**src/rtl/mem_arb_pkg.sv**
```systemverilog
// Shared definitions for the memory port arbiter.
//   arb_state_t : bus ownership state (IDLE, OWN0, OWN1)
//   mem_cmd_t   : one memory beat {wr, addr, wdata}; used for requester
//                 muxing and for the registered bus command.
// The mem_cmd_t field widths are taken from the DEF_* values below, so a
// design instance that overrides ADDR_W/DATA_W needs these updated too.
package mem_arb_pkg;

  localparam int DEF_ADDR_W    = 6;
  localparam int DEF_DATA_W    = 8;
  localparam int DEF_MAX_BURST = 4;

  typedef enum logic [1:0] {IDLE, OWN0, OWN1} arb_state_t;

  typedef struct packed {
    logic                  wr;
    logic [DEF_ADDR_W-1:0] addr;
    logic [DEF_DATA_W-1:0] wdata;
  } mem_cmd_t;

endpackage

```
**src/rtl/mem_port_arbiter_rr_pick.sv**
```systemverilog
// Combinational two-way round-robin select.
//   req0, req1 : candidate requests
//   last       : most recent owner (0 or 1)
//   valid      : at least one candidate is requesting
//   winner     : chosen requester; on a tie, the one that is not 'last'
module rr_pick (
  input  logic req0,
  input  logic req1,
  input  logic last,
  output logic valid,
  output logic winner
);

  assign valid  = req0 | req1;
  assign winner = (req0 & req1) ? ~last : req1;

endmodule

```
**src/rtl/mem_port_arbiter.sv**
```systemverilog
// Round-robin arbiter and sequencer for the shared single-port memory
// command bus. One requester owns the bus at a time; each accepted beat is
// registered onto the bus one cycle later.
//   clk, rst_n           : system clock, asynchronous active-low reset
//   req0/req1            : requester wants the bus (held for the burst)
//   wr0/wr1, addr0/addr1,
//   wdata0/wdata1        : beat contents from each requester
//   gnt0/gnt1            : registered ownership flags, never both high
//   en, wr, addr, wdata  : registered memory command bus
module mem_port_arbiter
  import mem_arb_pkg::*;
#(
  parameter int ADDR_W    = DEF_ADDR_W,
  parameter int DATA_W    = DEF_DATA_W,
  parameter int MAX_BURST = DEF_MAX_BURST
) (
  input  logic              clk,
  input  logic              rst_n,
  input  logic              req0,
  input  logic              req1,
  input  logic              wr0,
  input  logic              wr1,
  input  logic [ADDR_W-1:0] addr0,
  input  logic [ADDR_W-1:0] addr1,
  input  logic [DATA_W-1:0] wdata0,
  input  logic [DATA_W-1:0] wdata1,
  output logic              gnt0,
  output logic              gnt1,
  output logic              en,
  output logic              wr,
  output logic [ADDR_W-1:0] addr,
  output logic [DATA_W-1:0] wdata
);

  localparam logic [3:0] LAST_BEAT = 4'(MAX_BURST - 1);

  arb_state_t state, state_nxt;
  logic       last;
  logic [3:0] cnt, cnt_nxt;

  mem_cmd_t   req_cmd0, req_cmd1, beat_cmd, bus_cmd;
  logic       bus_en;
  logic       own_req;
  logic       beat;

  logic       pick_req0, pick_req1, pick_last;
  logic       pick_valid, pick_winner;

  assign req_cmd0 = {wr0, addr0, wdata0};
  assign req_cmd1 = {wr1, addr1, wdata1};

  // While a requester owns the bus, the picker only sees the other
  // requester, so its 'valid' answers "is anyone waiting to take over".
  // In IDLE it performs the normal tie-breaking arbitration.
  always_comb begin
    own_req   = 1'b0;
    pick_req0 = req0;
    pick_req1 = req1;
    pick_last = last;
    beat_cmd  = req_cmd0;
    case (state)
      OWN0: begin
        own_req   = req0;
        pick_req0 = 1'b0;
        pick_last = 1'b0;
        beat_cmd  = req_cmd0;
      end
      OWN1: begin
        own_req   = req1;
        pick_req1 = 1'b0;
        pick_last = 1'b1;
        beat_cmd  = req_cmd1;
      end
      default: ;
    endcase
  end

  rr_pick u_pick (
    .req0   (pick_req0),
    .req1   (pick_req1),
    .last   (pick_last),
    .valid  (pick_valid),
    .winner (pick_winner)
  );

  assign beat = (state != IDLE) && own_req;

  // A release hands off or idles without taking a beat. A beat at the burst
  // limit hands off only if the other side is waiting; otherwise the owner
  // keeps the bus and the counter wraps. Any state change restarts counting.
  always_comb begin
    state_nxt = state;
    cnt_nxt   = cnt;
    if (state == IDLE) begin
      if (pick_valid) state_nxt = pick_winner ? OWN1 : OWN0;
    end else if (!own_req) begin
      state_nxt = pick_valid ? (pick_winner ? OWN1 : OWN0) : IDLE;
    end else if (cnt == LAST_BEAT) begin
      if (pick_valid) state_nxt = pick_winner ? OWN1 : OWN0;
      cnt_nxt = 4'd0;
    end else begin
      cnt_nxt = cnt + 4'd1;
    end
    if (state_nxt != state) cnt_nxt = 4'd0;
  end

  // The pointer records the owner on entry only, so a wrap in place leaves
  // it untouched.
  always_ff @(posedge clk or negedge rst_n) begin
    if (!rst_n) begin
      state <= IDLE;
      cnt   <= 4'd0;
      last  <= 1'b1;
    end else begin
      state <= state_nxt;
      cnt   <= cnt_nxt;
      if ((state_nxt != state) && (state_nxt != IDLE))
        last <= (state_nxt == OWN1);
    end
  end

  // Address and data keep their last driven values between beats so the
  // bus does not toggle needlessly; only the strobe and write enable drop.
  always_ff @(posedge clk or negedge rst_n) begin
    if (!rst_n) begin
      bus_en  <= 1'b0;
      bus_cmd <= '0;
    end else if (beat) begin
      bus_en  <= 1'b1;
      bus_cmd <= beat_cmd;
    end else begin
      bus_en     <= 1'b0;
      bus_cmd.wr <= 1'b0;
    end
  end

  assign gnt0  = (state == OWN0);
  assign gnt1  = (state == OWN1);
  assign en    = bus_en;
  assign wr    = bus_cmd.wr;
  assign addr  = bus_cmd.addr;
  assign wdata = bus_cmd.wdata;

endmodule

```
**config.mk**
```make
export PLATFORM = sky130hd
export DESIGN_NAME = mem_port_arbiter
export DESIGN_NICKNAME = d
export VERILOG_FILES = /design/src/rtl/mem_arb_pkg.sv /design/src/rtl/mem_port_arbiter_rr_pick.sv /design/src/rtl/mem_port_arbiter.sv
export SDC_FILE = /design/constraint.sdc
export NUM_CORES = 1
export LEC_CHECK = 0
export BUFFER_PORTS_ARGS = -buffer_cell sky130_fd_sc_hd__buf_2
export CAP_MARGIN = 20
export CORE_UTILIZATION = 50
export DETAILED_ROUTE_END_ITERATION = 7
export PLACE_DENSITY = 0.82
export REMOVE_ABC_BUFFERS = 1
export SYNTH_ARGS = -nofsm -noshare
export SYNTH_HDL_FRONTEND = slang
export SYNTH_HIERARCHICAL = 1
export SYNTH_SLANG_ARGS = --single-unit
```
**constraint.sdc**
```tcl
create_clock -name clk -period 5.26 [get_ports clk]
set_input_delay 1.052 -clock clk [delete_from_list [all_inputs] [get_ports clk]]
set_output_delay 1.052 -clock clk [all_outputs]
set_load 0.05 [all_outputs]
```
[After elaboration in Yosys (flattened, before gate mapping)]
Index checks and enable logic that the tools add are counted.
Storage, ports and cells
  register bits: 23
  memory bits (read-only): 0
  memories kept: 0
  output and inout port bits: 18
  input port bits: 34
  word-level logic and storage cells: 42
  bits in latches: 0
  RAM bits: 0
Cells by class
  multipliers: 0
  shift operators: 0
  mux-type cells: 18
  magnitude comparators: 0
  reductions and logical operators: 7
  bitwise logic cells: 3
  div/mod/pow operators: 0
  add/subtract/negate cells: 1
  equality and inequality tests: 6
Operator list (count)
  4-bit two-way mux: 4
  15-bit two-way mux: 1
  2-bit two-way mux: 6
  2-bit nonzero test: 3
  1-bit two-way mux: 5
  4-bit by 1-bit adder with 4-bit output, second input constant: 1
  2-bit == test, second input constant: 2
  4-bit by 2-bit == test with 1-bit output, second input constant: 1
  1-bit one-hot mux with 2 select lines: 2
  2-bit by 1-bit == test with 1-bit output, second input constant: 1
  1-bit logical AND: 2
  2-bit zero test: 1
  2-bit by 1-bit != test with 1-bit output, second input constant: 1
  2-bit != test: 1
  2-bit AND reduction: 1
  1-bit AND: 1
  1-bit NOT: 1
  1-bit OR: 1

[Longest topological paths before layout]
  depth in word-level cells: 12
  depth in mapped cells: 11
  mapped depth without buffers: 9

[Hierarchy]
Netlist, hierarchy kept.
By module, submodules not included
  mem_port_arbiter: seq. area each 576.8 µm², times used 1, cells each 132, area an instance 1313.8 µm²
  rr_pick: seq. area each 0.0 µm², times used 1, cells each 2, area an instance 13.8 µm²

[Least setup slack after synthesis]
No wires, ideal clock.
  path kind: register -> register
  from: register state[0]
  to: register last
  buffers on the path: 2
  setup time: 84 ps
  slack: 2567 ps
  arrival time: 2609 ps
  data required time: 5176 ps
  cell stages (with the launch flop): 10
  clock period less this slack: 2693 ps
  path through: dfrtp_1 > inv_1 > ha_1 > buf_6 > buf_2 > nor2b_1 > or2_1 > nor3_2 > o31ai_1 > a311o_1
On the way
  elaborated cells between the ends (all ways): 21
  classes of those cells: eq/ne (4); mux (11); bitwise (3); reduce/logical (3)
RTL lines
  start: declaration: RTL line mem_port_arbiter.sv:37  | arb_state_t state, state_nxt;
  start signal: assignment: RTL line mem_port_arbiter.sv:115  | state <= state_nxt;
  2-bit == test *
  named net gnt1: RTL line mem_port_arbiter.sv:28  | output logic gnt1,
  1-bit two-way mux *: RTL line mem_port_arbiter.sv:61  | case (state)
  named net pick_req1: RTL line mem_port_arbiter.sv:46  | logic pick_req0, pick_req1, pick_last;
  1-bit OR *: RTL line mem_port_arbiter_rr_pick.sv:14  | assign valid = req0 | req1;
  named net pick_valid: RTL line mem_port_arbiter.sv:47  | logic pick_valid, pick_winner;
  2-bit two-way mux: RTL line mem_port_arbiter.sv:95, mem_port_arbiter.sv:99
  2-bit two-way mux: RTL line mem_port_arbiter.sv:98  | end else if (cnt == LAST_BEAT) begin
  2-bit two-way mux: RTL line mem_port_arbiter.sv:96  | end else if (!own_req) begin
  2-bit two-way mux *: RTL line mem_port_arbiter.sv:94  | if (state == IDLE) begin
  2-bit != test / 2-bit nonzero test (equally long branches): RTL line mem_port_arbiter.sv:117  | if ((state_nxt != state) && (state_nxt != IDLE))
  1-bit logical AND: RTL line mem_port_arbiter.sv:117
  end signal: assignment: RTL line mem_port_arbiter.sv:118  | last <= (state_nxt == OWN1);
  end: declaration: RTL line mem_port_arbiter.sv:38  | logic last;
Mark *: on every way through the listed nets, which the timed path passes. The rest lies on a longest branch.
A chain may end at the register's enable or synchronous reset.

[Worst setup path in the final report]
  from: register state[0]
  to: output port gnt1
On the way
  cells in the longest elaborated chain, start to end: 1
Ends and longest elaborated chain
  2-bit == test: RTL line mem_port_arbiter.sv:138  | assign gnt1 = (state == OWN1);
  end: declaration: RTL line mem_port_arbiter.sv:28
Every way passes these cells.

==> results.py <==
metrics = {
    "critical_path": {
        "critPathKind": "reg2out",
        "crit_start": "state[0]$_DFF_PN0_",
        "crit_required_ns": 4.21,
        "cp_slowest_stage_delay_ns": 0.91,
        "arrival_ns": 2.24,
        "crit_fanout": 21,
        "r2r_end": "cnt[2]$_DFFE_PN0P_",
        "cp-endpoint": "gnt1",
        "slowest_stage": "ha_1",
        "ff2ff_path_depth": 8,
        "cp-end-kind": "output port",
        "worstReg2RegStart": "state[0]$_DFF_PN0_",
        "crit_chain": "inv_1, ha_1, buf_2",
        "reg2reg_slack_ns": 2.33,
        "startpoint_type": "register",
    },
    "power": {
        "power_leakage_nw": 0.811,
        "vdd_drop_max_mv": 0.429,
        "powerDensity_mw_per_mm2": 660,
        "fin_total_pwr_w": 0.00107,
    },
    "clocking": {
        "clock_latency_ns": 0.29,
        "postCtsSetupRepairBufs": 0,
        "cts_tree": "yes",
        "clockBufferDepth": 2,
        "numCtsBuffers": 3,
        "htreeDepth": 1,
        "hold_buffers": 0,
        "postCtsResizedCells": 0,
        "path_clk_slew_ns": 0.11,
        "clockRootBuffer": "clkbuf_4",
        "clock_sinks": 23,
    },
    "detailed_routing": {
        "dr.first_iter.drc_count": 25,
        "dr_total_vias": 1167,
        "wl_um": 2700,
        "drtPass1Iterations": 4,
        "ant_nets": 0,
        "drt-vias-per-instance": 5.45,
        "drt_drc_violations_left": 0,
        "wl_per_cell_um": 12.6,
    },
    "grt": {
        "overflow": 0,
        "grt_pass1_wl_um": 4370,
        "grt_max_degree": 33,
        "busiest_layer": "met2",
        "met1_usage_pct": 26.5,
        "grt_pass1_vias": 1081,
        "use_met3_pct": 2.30,
        "grt_antenna_before_repair": 0,
        "use_met2_pct": 37.3,
        "track_usage_pct": 21.2,
    },
    "floorplanning": {
        "dieArea_mm2": 0.00286,
        "core_mm2": 0.00250,
        "ios": 52,
        "chipHeight_um": 53.5,
        "num_rows": 18,
        "die_w_um": 53.5,
        "initial_utilization_pct": 53.1,
    },
    "timing": {
        "fmax_ghz": 0.304,
        "max-slew-margin-rel_pct": 26.3,
        "worst_pin_slew_ns": 1.11,
        "tns_ns": 0,
        "post-route-min-period_ns": 3.29,
        "fin_crit_sh_pct": 62.5,
        "slew_violations": 0,
        "skew_ns": 0.00869,
        "setup_viol": 0,
        "whs_ns": 0.487,
        "rsz0062_at_grt": "false",
        "finalHoldViolations": 0,
    },
    "logic_synthesis": {
        "seq_area_frac_synth_pct": 43.4,
        "synthTopCellsByArea": "dfrtp_1 41%, mux2i_1 13%, nand2_1 5.7%, ha_1 3.8%, o21ai_0 3.8%",
        "avgSynthCellArea_um2": 9.91,
        "synth_cells": 134,
        "yosys.area.top_type": "dfrtp_1",
        "synth_top_flop_cell": "dfrtp_1",
        "syn_area_mm2": 0.00133,
        "synth.distinct_cells": 39,
        "async_reset_ff_share_pct": 100,
        "synth_warnings": 6,
        "yosys.area.top_type_share_pct": 41.5,
        "synth_edf_count": 0,
        "ys_seq_elements": 23,
    },
    "min_path": {
        "hp-start": "wdata[6]$_DFFE_PN0P_",
        "hold_path.class": "reg2reg",
    },
    "job": {
        "drv_cap": 0,
    },
    "final_layout": {
        "finish.utilization_pct": 64.7,
        "final_nets": 223,
        "n_antenna_cell": 0,
        "area_growth_pct": 21.9,
        "nFillCells": 201,
        "drive_above_1_share_pct": 35.3,
    },
    "place": {
        "port_buffers": 51,
        "place_hpwl_um": 2150,
        "gp_congestion": 0.852,
    },
    "run_status": {
        "status": "completed",
    },
}
## critical path: cells and delay by family, from the launching register on
family / cells / cell delay [ns]
buffers and inverters: 2 / 0.57
flip-flops: 1 / 0.48
adder cells (fa/ha/maj): 1 / 0.91
## kinds of logic after synthesis
group | synth area share (%)
and+or+nand+nor | 18.9
AOI/OAI and AO/OA | 16.1
DFF | 43.5
muxes | 12.8
buffers and inverters | 3.58
adders and majority gates | 3.77
xor gates and xnor gates | 1.32
## state kept, by name (all words and copies together) (netlist names)
name / flops
wr: 1
state: 2
wdata: 8
last: 1
addr: 6
en: 1
cnt: 4
## through the flow
step	instances	setup WS, ns	area, µm²
3_5_place_dp	210	2.30	1590
2_1_floorplan	129	2.43	1300
6_report	214	1.97	1620
4_1_cts	214	1.93	1620
3_3_place_gp	210	2.39	1590
5_1_grt	214	1.82	1620
## synth_stat cells, drive strengths merged, types with 2 or more instances
cell     n
clkbuf   2
nor2b    2
inv      5
dfrtp   22
mux2i   17
nor3     7
o21ai   16
ha       4
buf      3
nor2     6
nand2   21
a211oi   2
xnor2    2
a221oi   2
and2b    2
nand3    4
or3b     2
## worst min path at each step
stage,slack (ns),depth (start not counted),to
final,0.49,2,wdata[6]$_DFFE_PN0P_
after global routing,0.52,2,wdata[3]$_DFFE_PN0P_
after CTS,0.50,2,wdata[6]$_DFFE_PN0P_
after detailed placement,0.47,2,wdata[6]$_DFFE_PN0P_
after global placement,0.46,2,addr[4]$_DFFE_PN0P_
after floorplan,0.56,2,cnt[2]$_DFFE_PN0P_
## power breakdown
group          switching (W)  internal [W]
clock network      0.0000452     0.0000294
registers          0.0000439      0.000247
logic               0.000488      0.000214
## cell usage in the layout (no fill, tap or decap), types with 2 or more instances in the layout
| cell type | count |
|---|---|
| buf_2 | 51 |
| dfrtp_1 | 22 |
| nand2_1 | 20 |
| mux2i_1 | 17 |
| o21ai_0 | 10 |
| nor2_1 | 6 |
| o21ai_1 | 6 |
| nor3_1 | 5 |
| inv_1 | 4 |
| nand3_1 | 4 |
| ha_1 | 4 |
| clkbuf_4 | 3 |
| or3b_1 | 2 |
| and2b_1 | 2 |
| a221oi_2 | 2 |
| nor2b_1 | 2 |
| xnor2_1 | 2 |
## cell type report
| cell class | count | area [µm²] | share of cell area [%] |
|---|---|---|---|
| multi-input cells | 101 | 703 | 43.5 |
| flip-flops and latches | 23 | 577 | 35.7 |
| repair buffers | 51 | 255 | 15.8 |
| well taps | 30 | 37.5 | 2.32 |
| clock buffers | 4 | 26.3 | 1.62 |
| inverters | 5 | 18.8 | 1.16 |
## metal layers
layer | vias up | share of wire, % | wire [µm]
met5 | - | 0 | 0
met4 | 0 | 0.93 | 25
met3 | 2 | 4.8 | 131
met2 | 48 | 49 | 1320
met1 | 536 | 46 | 1230
li1 | 581 | - | -
Power figures use the tool's default switching activity.
